## src/rtl/audio_packet_rx.sv

```systemverilog
// Audio packet receiver: pulls bytes from an input FIFO, parses SYNC/CMD/LEN framed packets
// and presents 24-bit stereo frames over a valid/ready handshake.
module audio_packet_rx #(
   parameter logic [7:0] SYNC_BYTE = 8'hA5,
   parameter logic [7:0] CMD_AUDIO = 8'h01
) (
   input  logic        clk_i,
   input  logic        reset_i,
   output logic        rd_in_fifo_clk_o,
   output logic        rd_in_fifo_en_o,
   input  logic        rd_in_fifo_empty_i,
   input  logic [7:0]  rd_in_fifo_data_i,
   output logic        sample_valid_o,
   input  logic        sample_ready_i,
   output logic [23:0] sample_left_o,
   output logic [23:0] sample_right_o,
   output logic        rate_48k_o,
   output logic        pkt_err_o,
   output logic [7:0]  err_count_o
);

   typedef enum logic [2:0] {StSync, StCmd, StLen, StData, StOut} state_e;

   state_e      state_q;
   logic        rd_en_q;
   logic        cap_q;
   logic        pend_rate_q;
   logic [7:0]  frame_cnt_q;
   logic [2:0]  idx_q;
   logic [39:0] asm_q;
   logic        valid_q;
   logic [23:0] left_q;
   logic [23:0] right_q;
   logic        rate_q;
   logic        pkt_err_q;
   logic [7:0]  err_count_q;
   logic        last_byte;

   // The capture that completes a frame moves us into OUT, so no new read may be issued with it.
   assign last_byte = cap_q && (state_q == StData) && (idx_q == 3'd5);

   assign rd_in_fifo_clk_o = clk_i;
   assign rd_in_fifo_en_o  = rd_en_q;
   assign sample_valid_o   = valid_q;
   assign sample_left_o    = left_q;
   assign sample_right_o   = right_q;
   assign rate_48k_o       = rate_q;
   assign pkt_err_o        = pkt_err_q;
   assign err_count_o      = err_count_q;

   always_ff @(posedge clk_i) begin
      if (reset_i) begin
         state_q     <= StSync;
         rd_en_q     <= 1'b0;
         cap_q       <= 1'b0;
         pend_rate_q <= 1'b0;
         frame_cnt_q <= 8'd0;
         idx_q       <= 3'd0;
         asm_q       <= 40'd0;
         valid_q     <= 1'b0;
         left_q      <= 24'd0;
         right_q     <= 24'd0;
         rate_q      <= 1'b0;
         pkt_err_q   <= 1'b0;
         err_count_q <= 8'd0;
      end else begin
         rd_en_q   <= !rd_en_q && !rd_in_fifo_empty_i && (state_q != StOut) && !last_byte;
         cap_q     <= rd_en_q;
         pkt_err_q <= 1'b0;
         if (pkt_err_q && (err_count_q != 8'hFF)) begin
            err_count_q <= err_count_q + 8'd1;
         end
         case (state_q)
            StSync: begin
               if (cap_q && (rd_in_fifo_data_i == SYNC_BYTE)) begin
                  state_q <= StCmd;
               end
            end
            StCmd: begin
               if (cap_q) begin
                  if (rd_in_fifo_data_i[6:0] == CMD_AUDIO[6:0]) begin
                     pend_rate_q <= rd_in_fifo_data_i[7];
                     state_q     <= StLen;
                  end else begin
                     pkt_err_q <= 1'b1;
                     state_q   <= StSync;
                  end
               end
            end
            StLen: begin
               if (cap_q) begin
                  if (rd_in_fifo_data_i == 8'd0) begin
                     pkt_err_q <= 1'b1;
                     state_q   <= StSync;
                  end else begin
                     frame_cnt_q <= rd_in_fifo_data_i;
                     idx_q       <= 3'd0;
                     state_q     <= StData;
                  end
               end
            end
            StData: begin
               if (cap_q) begin
                  if (idx_q == 3'd5) begin
                     // Sixth byte goes straight to the output; bytes 0..4 sit in asm_q.
                     left_q  <= asm_q[23:0];
                     right_q <= {rd_in_fifo_data_i, asm_q[39:24]};
                     rate_q  <= pend_rate_q;
                     valid_q <= 1'b1;
                     state_q <= StOut;
                  end else begin
                     asm_q <= {rd_in_fifo_data_i, asm_q[39:8]};
                     idx_q <= idx_q + 3'd1;
                  end
               end
            end
            StOut: begin
               if (valid_q && sample_ready_i) begin
                  valid_q     <= 1'b0;
                  frame_cnt_q <= frame_cnt_q - 8'd1;
                  idx_q       <= 3'd0;
                  state_q     <= (frame_cnt_q == 8'd1) ? StSync : StData;
               end
            end
            default: state_q <= StSync;
         endcase
      end
   end

endmodule

```

## config.mk

```make
export PLATFORM = sky130hd
export DESIGN_NAME = audio_packet_rx
export DESIGN_NICKNAME = d
export VERILOG_FILES = /design/src/rtl/audio_packet_rx.sv
export SDC_FILE = /design/constraint.sdc
export NUM_CORES = 1
export LEC_CHECK = 0
export CORE_ASPECT_RATIO = 0.6
export CORE_MARGIN = 2
export CORE_UTILIZATION = 53
export DETAILED_ROUTE_END_ITERATION = 6
export PLACE_DENSITY = 0.78
export SLEW_MARGIN = 0
export SYNTH_ARGS = -nofsm -noshare
export SYNTH_HDL_FRONTEND = slang
export SYNTH_SLANG_ARGS = --single-unit
```

## constraint.sdc

```tcl
create_clock -name clk_i -period 2.65 [get_ports clk_i]
set_clock_uncertainty 0.05 [all_clocks]
set_input_delay 0.795 -clock clk_i [delete_from_list [all_inputs] [get_ports clk_i]]
set_output_delay 0.795 -clock clk_i [all_outputs]
set_load 0.005 [all_outputs]
```

Word-level counts from Yosys, hierarchy flattened
Index checks and enable logic that the tools add are counted.
Widths: inputs -> output; s select.
- $add $sub $neg: 3
- equality and inequality tests: 18
- muxes and demuxes: 29
- bitwise logic cells: 1
- reductions and logical operators: 23
- operators by type and width (cell ; count):
    $mux 3 ; 11
    $mux 8 ; 3
    $pmux 8 s2 ; 1
    $pmux 3 s5 ; 1
    $ne 2x2->1 const B ; 7
    $reduce_and 6->1 ; 2
    $pmux 3 s3 ; 1
    $reduce_and 3->1 ; 3
    $add 8x1->8 const B ; 1
    $eq 8x1->1 const B ; 1
    $eq 8x8->1 const B ; 1
    $logic_and 1x1->1 ; 8
    $logic_not 8->1 ; 1
    $ne 8x8->1 const B ; 1
    $reduce_and 4->1 ; 2
    $sub 8x1->8 const B ; 1
    $eq 7x1->1 const B ; 1
    $mux 1 ; 7
    $eq 3x2->1 const B ; 2
    $eq 3x3->1 const B ; 2
    $mux 2 ; 3
    $pmux 1 s2 ; 2
    $reduce_bool 2->1 ; 2
    $add 3x1->3 const B ; 1
    other kinds (7) ; 9
- register bits: 116
- bits of input ports: 12
- output and inout port bits: 61
- word-level logic and storage cells: 87

Longest topological paths before layout
- word-level depth: 5
- depth in mapped cells: 8
- gate-level depth less buffers: 7

==> out/qor.yml <==
outcome: "completed"
grt_pass1_vias: 4135
drtAntennaViolNets: 0
io_pins: 73
yosys.area.top_type: "dfxtp_1"
grt_antenna_before_repair: 0
place.detailed.hpwl_um: 8150
detail_route.wl_per_cell_um: 16.1
unrepaired_setup_endpoints_after_global_routing: "no"
worst_pin_slew_ps: 781
critical_path.max_stage_delay_ps: 190
route.detailed.drc: 0
min_path_type: "reg -> reg"
first_pass_grt_wire_length_um: 20600
cts_hold_buffers: 0
insertion_delay_ps: 520
critPathBufInv: 3
holdCritStartpoint: "sample_left_o[19]"
crit_path_max_fanout: 2
crit-reg2reg-launch: "state_q[0]"
vias_per_cell: 5.58
power-per-cell-area_nw_per_um2: 697
crit_family: "buffers and inverters"
post_synthesis_async_set_or_reset_flop_share: 0
grt_max_degree: 59
crit_chain: "clkbuf_16 > clkbuf_16 > clkdlybuf4s15_1"
setup_viol_count_final: 0
timing_max_transition_violations_final: 0
design_power_total_uw: 4280
route.final.wire_length_um: 12500
rr_worst_depth: 4
start_to_end_type_of_the_worst_setup_path: "clk -> out"
netlist_top_cells_count: "nand2_1, dfxtp_1, a21oi_1, clkbuf_1, nor2_1"
drt_iter0_drc: 485
vertical_die_dimension_um: 76.5
worst_ir_drop_vdd_uv: 581
number_of_instances_in_the_synthesized_netlist: 585
fillCellCount: 663
timing.critical_path.to_type: "output port"
finish.net_count: 672
synth_seq_cells: 116
yosys_warnings: 0
global_route.overflow_total: 0
postLayoutCellArea_um2: 6140
avgSynthCellArea_um2: 7.94
number_of_port_buffers: 72
critPathMostFrequentCell: "clkbuf_16"
initial_core_util: 0.545
post-synth-top-area-fraction: 0.500
min_path_cells: 2
core-area_um2: 8520
antennaDiodeCount: 0
r2r-end: "sample_right_o[22]"
timing.max_cap.violations: 0
placementRows: 26
synth_flop_type: "dfxtp_1"
worstPathArrival_ps: 1760
leakage_uw: 0.00210
number_of_enable_flip_flop_cells_after_synthesis: 0
flow.area_growth_from_synthesis_pct: 32.1
floorplan.die.width_um: 125
worstHoldEndpoint: "sample_left_o[19]"
tritoncts: "done"
number_of_detailed_routing_iterations_run_before_antenna_repair: 5
timing.critical_path.slowest_stage_cell: "clkdlybuf4s15_1"
final_hold_viol_count: 0
synthDistinctLibCells: 55
worst_slew_margin_relative_to_its_limit: 0.475
cp-start-kind: "clock port"
place_congestion: 0.862
synth_nets: 602
grt_util_all_layers: 0.271
critical_path_required_ps: 1810
yosys.cell_count.top_type: "nand2_1"
synth_top_cells_by_area: "dfxtp_1, nand2_1, a21oi_1, clkbuf_1, nor2_1"
seq_area_frac_synth: 0.500
die_ar_um2: 9560
drive_gt1_frac: 0.0958
clkTransAtPathRegs_ps: 50
ff2ff_setup_slack_ps: 530
syn_area_um2: 4650
detailed_place.area_um2: 5500
routed_vias: 4349
## area by class of cell
type	instances	area, µm²	share of cell area
Sequential cell	116	2320	0.378
Multi-Input combinational cell	422	2120	0.346
Timing Repair Buffer	89	881	0.143
Clock buffer	33	616	0.100
Tap cell	112	140	0.0228
Clock inverter	3	40.0	0.00652
Inverter	5	18.8	0.00306
## flip-flops by register name (all words and copies together), names as in the netlist
name             flops
sample_valid_o       1
pend_rate_q          1
pkt_err_o            1
sample_left_o       24
err_count_o          8
asm_q               40
idx_q                3
rd_in_fifo_en_o      1
rate_48k_o           1
sample_right_o      24
cap_q                1
frame_cnt_q          8
state_q              3
## power breakdown
group | switching [µW] | internal (µW) | total (µW)
clock | 778 | 1650 | 2420
combinational | 59.0 | 39.2 | 98.2
sequential | 7.56 | 1750 | 1760
total | 845 | 3430 | 4280
## tightest hold or removal path: cells and delay by family, from the launching register on
family / cells / cell delay (ps)
simple gates: 1 / 50
compound gates: 1 / 50
flops: 1 / 300
## layout by cell type (no fill, tap or decap), drive strengths merged, types with 3 or more instances in the layout
cell	n
clkdlybuf4s50	70
mux2i	3
nor2	22
xor2	4
nor3	5
nor3b	3
nand2	194
inv	5
clkbuf	32
dfxtp	116
nand3	10
nand4	6
a21oi	104
and3	4
nor2b	6
ha	5
a21o	5
o21ai	13
buf	19
## per-stage QoR
step / worst slack (ps) / hold slack (ps) / utilization / setup TNS, ps / cells
floorplan: 369 / 382 / - / 0 / 585
global placement: -8.83 / 391 / 0.645 / -8.83 / 745
detailed placement: -63.4 / 396 / 0.645 / -124 / 745
CTS: 38.5 / 404 / 0.720 / 0 / 780
global route: 30.2 / 429 / 0.720 / 0 / 780
finish: 44.2 / 402 / 0.720 / 0 / 780
## worst max-delay path by stage
stage	slack (ps)	start	endpoint	depth (start not counted)
6_report	40	clk_i	rd_in_fifo_clk_o	3
5_1_grt	30	clk_i	rd_in_fifo_clk_o	3
4_1_cts	40	clk_i	rd_in_fifo_clk_o	3
3_5_place_dp	-60	rd_in_fifo_data_i[1]	frame_cnt_q[1]	6
3_3_place_gp	-9	rd_in_fifo_data_i[1]	frame_cnt_q[1]	6
2_1_floorplan	370	clk_i	rd_in_fifo_clk_o	1
## timing repair
action                                  4_1_cts  5_1_grt
hold endpoints to repair                      0        0
resized for setup                             2        0
endpoints found under the setup margin        1        0
setup buffers                                 0        0
## routing by layer
layer / global-route usage / share of wire
met5: 0 / 0
met1: 0.382 / 0.48
met4: 0.100 / 0.012
met2: 0.386 / 0.43
met3: 0.0920 / 0.072
## cell families (layout without fill, tap and decap cells)
| group | after synthesis | in the layout | share of synthesized area |
|---|---|---|---|
| xor+xnor | 6 | 6 | 0.0113 |
| simple gates | 267 | 267 | 0.249 |
| compound gates | 141 | 141 | 0.174 |
| mux | 3 | 3 | 0.00646 |
| flops | 116 | 116 | 0.500 |
| buf+inv | 47 | 130 | 0.0452 |
| fa+ha+maj | 5 | 5 | 0.0135 |
(Power assumes the default switching activity.)
